[config.mk]
export PLATFORM = sky130hd
export DESIGN_NAME = clk_freq_meter
export DESIGN_NICKNAME = d
export VERILOG_FILES = /design/src/rtl/clk_freq_meter.sv
export SDC_FILE = /design/constraint.sdc
export NUM_CORES = 1
export LEC_CHECK = 0
export BUFFER_PORTS_ARGS = -buffer_cell sky130_fd_sc_hd__buf_4
export CAP_MARGIN = 10
export CELL_PAD_IN_SITES_DETAIL_PLACEMENT = 0
export CELL_PAD_IN_SITES_GLOBAL_PLACEMENT = 1
export CORE_MARGIN = 3
export CORE_UTILIZATION = 25
export CTS_CLUSTER_SIZE = 20
export DETAILED_ROUTE_END_ITERATION = 7
export PLACE_DENSITY_LB_ADDON = 0.1
export REMOVE_ABC_BUFFERS = 1
export SYNTH_ARGS = -nofsm -noshare
export SYNTH_HDL_FRONTEND = slang
export SYNTH_SLANG_ARGS = --single-unit
[constraint.sdc]
create_clock -name clk -period 2.88 [get_ports clk]
set_input_delay 0.576 -clock clk [delete_from_list [all_inputs] [get_ports clk]]
set_output_delay 0.576 -clock clk [all_outputs]
set_load 0.005 [all_outputs]
[src/rtl/clk_freq_meter.sv]
// Gated edge counter: counts rising edges of an asynchronous sig_in over a
// fixed window of GATE_CYCLES clk cycles and reports count, range and overflow.
module clk_freq_meter #(
  parameter int unsigned GATE_CYCLES = 50000,
  parameter int unsigned CNT_W       = 16,
  parameter int unsigned EXP_MIN     = 0,
  parameter int unsigned EXP_MAX     = (1 << CNT_W) - 1
) (
  input  logic             clk,
  input  logic             rst,
  input  logic             start,
  input  logic             cont,
  input  logic             sig_in,
  output logic             busy,
  output logic [CNT_W-1:0] meas_cnt,
  output logic             meas_valid,
  output logic             in_range,
  output logic             overflow
);

  localparam int unsigned GW = 24;
  localparam int unsigned XW = CNT_W + 1;
  localparam logic [GW-1:0] GATE_LOAD = GW'(GATE_CYCLES - 1);
  localparam logic [XW-1:0] MIN_X     = XW'(EXP_MIN);
  localparam logic [XW-1:0] MAX_X     = XW'(EXP_MAX);

  typedef enum logic [1:0] {IDLE, GATE, DONE} state_t;

  state_t           state_q;
  logic             sync1_q, sync2_q, hist_q;
  logic [GW-1:0]    gate_q;
  logic [CNT_W-1:0] edge_q;
  logic             ovf_q;
  logic             busy_q, meas_valid_q, in_range_q, overflow_q;
  logic [CNT_W-1:0] meas_cnt_q;

  logic             edge_c;
  logic [CNT_W-1:0] edge_d;
  logic             ovf_d;
  logic             in_range_d;
  logic [XW-1:0]    diff_lo, diff_hi;

  assign edge_c = sync2_q & ~hist_q;

  // Saturating edge count including this cycle's pulse; range test via sign of differences
  always_comb begin
    edge_d = edge_q;
    ovf_d  = ovf_q;
    if (edge_c) begin
      if (edge_q == {CNT_W{1'b1}}) begin
        ovf_d = 1'b1;
      end else begin
        edge_d = edge_q + CNT_W'(1);
      end
    end
    diff_lo    = {1'b0, edge_d} - MIN_X;
    diff_hi    = MAX_X - {1'b0, edge_d};
    in_range_d = ~diff_lo[XW-1] & ~diff_hi[XW-1];
  end

  always_ff @(posedge clk) begin
    if (rst) begin
      state_q      <= IDLE;
      sync1_q      <= 1'b0;
      sync2_q      <= 1'b0;
      hist_q       <= 1'b0;
      gate_q       <= '0;
      edge_q       <= '0;
      ovf_q        <= 1'b0;
      busy_q       <= 1'b0;
      meas_cnt_q   <= '0;
      meas_valid_q <= 1'b0;
      in_range_q   <= 1'b0;
      overflow_q   <= 1'b0;
    end else begin
      sync1_q      <= sig_in;
      sync2_q      <= sync1_q;
      hist_q       <= sync2_q;
      meas_valid_q <= 1'b0;
      case (state_q)
        IDLE: begin
          if (start) begin
            state_q <= GATE;
            gate_q  <= GATE_LOAD;
            edge_q  <= '0;
            ovf_q   <= 1'b0;
            busy_q  <= 1'b1;
          end
        end
        GATE: begin
          edge_q <= edge_d;
          ovf_q  <= ovf_d;
          gate_q <= gate_q - GW'(1);
          // Last window cycle: publish results so they are visible during DONE
          if (gate_q == '0) begin
            state_q      <= DONE;
            meas_cnt_q   <= edge_d;
            overflow_q   <= ovf_d;
            in_range_q   <= in_range_d;
            meas_valid_q <= 1'b1;
          end
        end
        DONE: begin
          if (cont) begin
            state_q <= GATE;
            gate_q  <= GATE_LOAD;
            edge_q  <= '0;
            ovf_q   <= 1'b0;
          end else begin
            state_q <= IDLE;
            busy_q  <= 1'b0;
          end
        end
        default: begin
          state_q <= IDLE;
          busy_q  <= 1'b0;
        end
      endcase
    end
  end

  assign busy       = busy_q;
  assign meas_cnt   = meas_cnt_q;
  assign meas_valid = meas_valid_q;
  assign in_range   = in_range_q;
  assign overflow   = overflow_q;

endmodule
==> flow_summary.json <==
{
  "seq_area_frac_synth": 0.4189,
  "routed_wl_mm": 8.049,
  "vias_per_cell": 4.689,
  "clk_pin_slew_worst_paths_ns": 0.05,
  "htreeDepth": 3,
  "p_leak_nw": 1.357,
  "peakVddDrop_mv": 0.3400,
  "io_buffers": 24,
  "holdPathStages": 1,
  "yosys_register_bits": 66,
  "rows": 40,
  "async_reset_ff_frac": 0,
  "synth.distinct_cells": 53,
  "setup_viol": 0,
  "reg2reg_slack_ns": 0.50,
  "cts_buffer_depth": 2,
  "status": "finished clean",
  "layout_common_cells": "dfxtp_1 (66), nor2_1 (58), buf_4 (35)",
  "synth.area.top_cells": "dfxtp_1 (42%), nor2_1 (6.9%), xor2_1 (5.3%), xnor2_1 (3.3%), a21oi_1 (3.2%)",
  "reg2reg_to": "meas_cnt[14]",
  "synth_enable_flop_cells": 0,
  "dpl.hpwl_mm": 5.574,
  "antenna_found_initial": 0,
  "fin_nets": 394,
  "ant_nets": 0,
  "cp_top_family": "simple AND/OR/NAND/NOR gates",
  "avgRoutedWirePerCell_um": 14.40,
  "critPathLaunchType": "flip-flop",
  "num_antenna_cells": 0,
  "grt_pass1_vias": 2583,
  "max_freq_mhz": 420.6,
  "ys.flop_type": "dfxtp_1",
  "use_met1": 0.1706,
  "num_vias": 2621,
  "maxCapViolCount": 0,
  "fp.dieW_um": 118.3,
  "critical_path_class": "reg -> reg",
  "relSlewSlack": 0.5022,
  "crit_buf_inv": 1,
  "floorplan.initialDensity": 0.2594,
  "grt_busiest_layer": "met2",
  "cts_tree": "yes",
  "reg2reg_depth": 6,
  "synth_area_sq_um": 3154,
  "clock_latency_ns": 0.33,
  "slowest_stage": "or4_4",
  "power_mw": 2.363,
  "tightest_slew_ns": 0.7411,
  "post-cts-setup-buffers": 0,
  "grt_pass1_wl_mm": 13.72,
  "min_period_ns": 2.377,
  "crit_chain": "or4_4, nor4_4, and4_1, buf_4, nor2_1, a311oi_2",
  "root_buffer": "clkbuf_16",
  "gr-total-overflow": 0,
  "core_sq_um": 12160,
  "cts_resized": 0,
  "timing.rr.start": "gate_q[5]",
  "cts_buffers": 9,
  "fin_setup_tns_ns": 0,
  "final_common_cell": "dfxtp_1",
  "pin_count": 25,
  "yosysTopAreaCell": "dfxtp_1",
  "hold_class": "reg -> reg",
  "arrival_ns": 2.62,
  "grt_max_degree": 32,
  "maxSlewViolCount": 0,
  "rsz0062_at_grt": "no",
  "firstDrtPassIters": 7,
  "end_kind": "flip-flop",
  "hold_start": "sync1_q",
  "met2_usage": 0.1804,
  "area_delta_synth_final_pct": 21.02,
  "die_h_um": 118.3,
  "drc": 0,
  "power-per-cell-area_nw_per_um2": 619.0,
  "cts_num_sinks": 66,
  "period_share": 0.8255,
  "dp_worst_setup_slack_ns": 0.5094,
  "cts_hold_buffers": 0,
  "cp_max_fo": 31,
  "gp_congestion": 0.7641,
  "ys_warn_count": 0,
  "holdPathEnd": "sync2_q",
  "grt_usage": 0.1241,
  "grtUsageMet3": 0.04545,
  "setup_ws_ns": 0.5025,
  "slowest_delay_ns": 0.57,
  "finClkSkew_ns": 0.004763,
  "yosysTopAreaCellShare": 0.4189,
  "crit_required_ns": 3.13,
  "finalHoldViolCount": 0,
  "syn_area_per_cell_sq_um": 8.666,
  "syn_inst": 364,
  "drt_iter0_markers": 85,
  "layout-drive-gt1-share": 0.1535,
  "dieArea_sq_um": 14000
}
==> state kept, by name (all words and copies together), names as in the netlist <==
register	count
meas_cnt	16
edge_q	16
meas_valid	1
sync2_q	1
in_range	1
gate_q	24
ovf_q	1
overflow	1
state_q	2
hist_q	1
sync1_q	1
busy	1
==> power by group <==
part / leakage (nW) / switching (mW) / internal [mW]
clock: 0.147 / 0.390 / 0.717
combinational: 0.674 / 0.163 / 0.113
sequential: 0.536 / 0.0322 / 0.948
==> routing by layer <==
metal	wire length (um)	vias to the layer above
li1	-	1349
met1	4205	1221
met2	3412	40
met3	329	11
met4	102	0
met5	0	-
==> stage by stage <==
step                instances  hold slack [ns]    util  area (sq um)
global route              559           0.4697  0.3139          3817
global placement          543           0.4196  0.2893          3518
finish                    559           0.4310  0.3139          3817
floorplan                 340           0.4138       -          3039
detailed placement        543           0.4204  0.2893          3518
CTS                       559           0.4333  0.3139          3817
==> cells by family (layout without fill, tap and decap cells) <==
family | Yosys count | after routing | share of synthesized area
multiplexers | 6 | 6 | 0.01983
AND/OR/NAND/NOR | 153 | 153 | 0.2618
buffers and inverters | 30 | 57 | 0.04363
adder cells (fa/ha/maj) | 3 | 3 | 0.01190
XOR/XNOR | 31 | 31 | 0.08608
flip-flops | 66 | 66 | 0.4189
AO/OA/AOI/OAI | 75 | 75 | 0.1579
==> worst max-delay path by stage <==
stage                          from           end  slack, ns  cells past startpoint
after floorplan                cont     gate_q[9]       0.07                      5
final                     gate_q[5]  meas_cnt[14]       0.50                      6
after global routing      gate_q[5]  meas_cnt[14]       0.33                      6
after global placement    edge_q[0]    edge_q[10]       0.57                      6
after CTS                 gate_q[5]  meas_cnt[14]       0.50                      6
after detailed placement  gate_q[5]  meas_cnt[14]       0.51                      6
==> cell usage after synthesis, types with 7 or more instances <==
cell type / number
nand4b_1: 7
nand2_1: 12
buf_2: 7
xor2_1: 19
xnor2_1: 12
nor2_1: 58
dfxtp_1: 66
a211oi_1: 12
nor3_1: 7
nand2b_1: 7
nand4_1: 14
a21oi_1: 20
o21ai_0: 12
a31oi_1: 7
clkbuf_1: 14
nand3_1: 10
==> layout make-up <==
| type | count | area [sq um] |
|---|---|---|
| Multi-Input combinational cell | 268 | 1702 |
| Sequential cell | 66 | 1321 |
| Clock buffer | 14 | 264.0 |
| Inverter | 6 | 22.52 |
| Fill cell | 1287 | 8344 |
| Tap cell | 168 | 210.2 |
| Timing Repair Buffer | 35 | 262.8 |
| Clock inverter | 2 | 35.03 |
No activity file was read; power rests on OpenSTA's default activity.
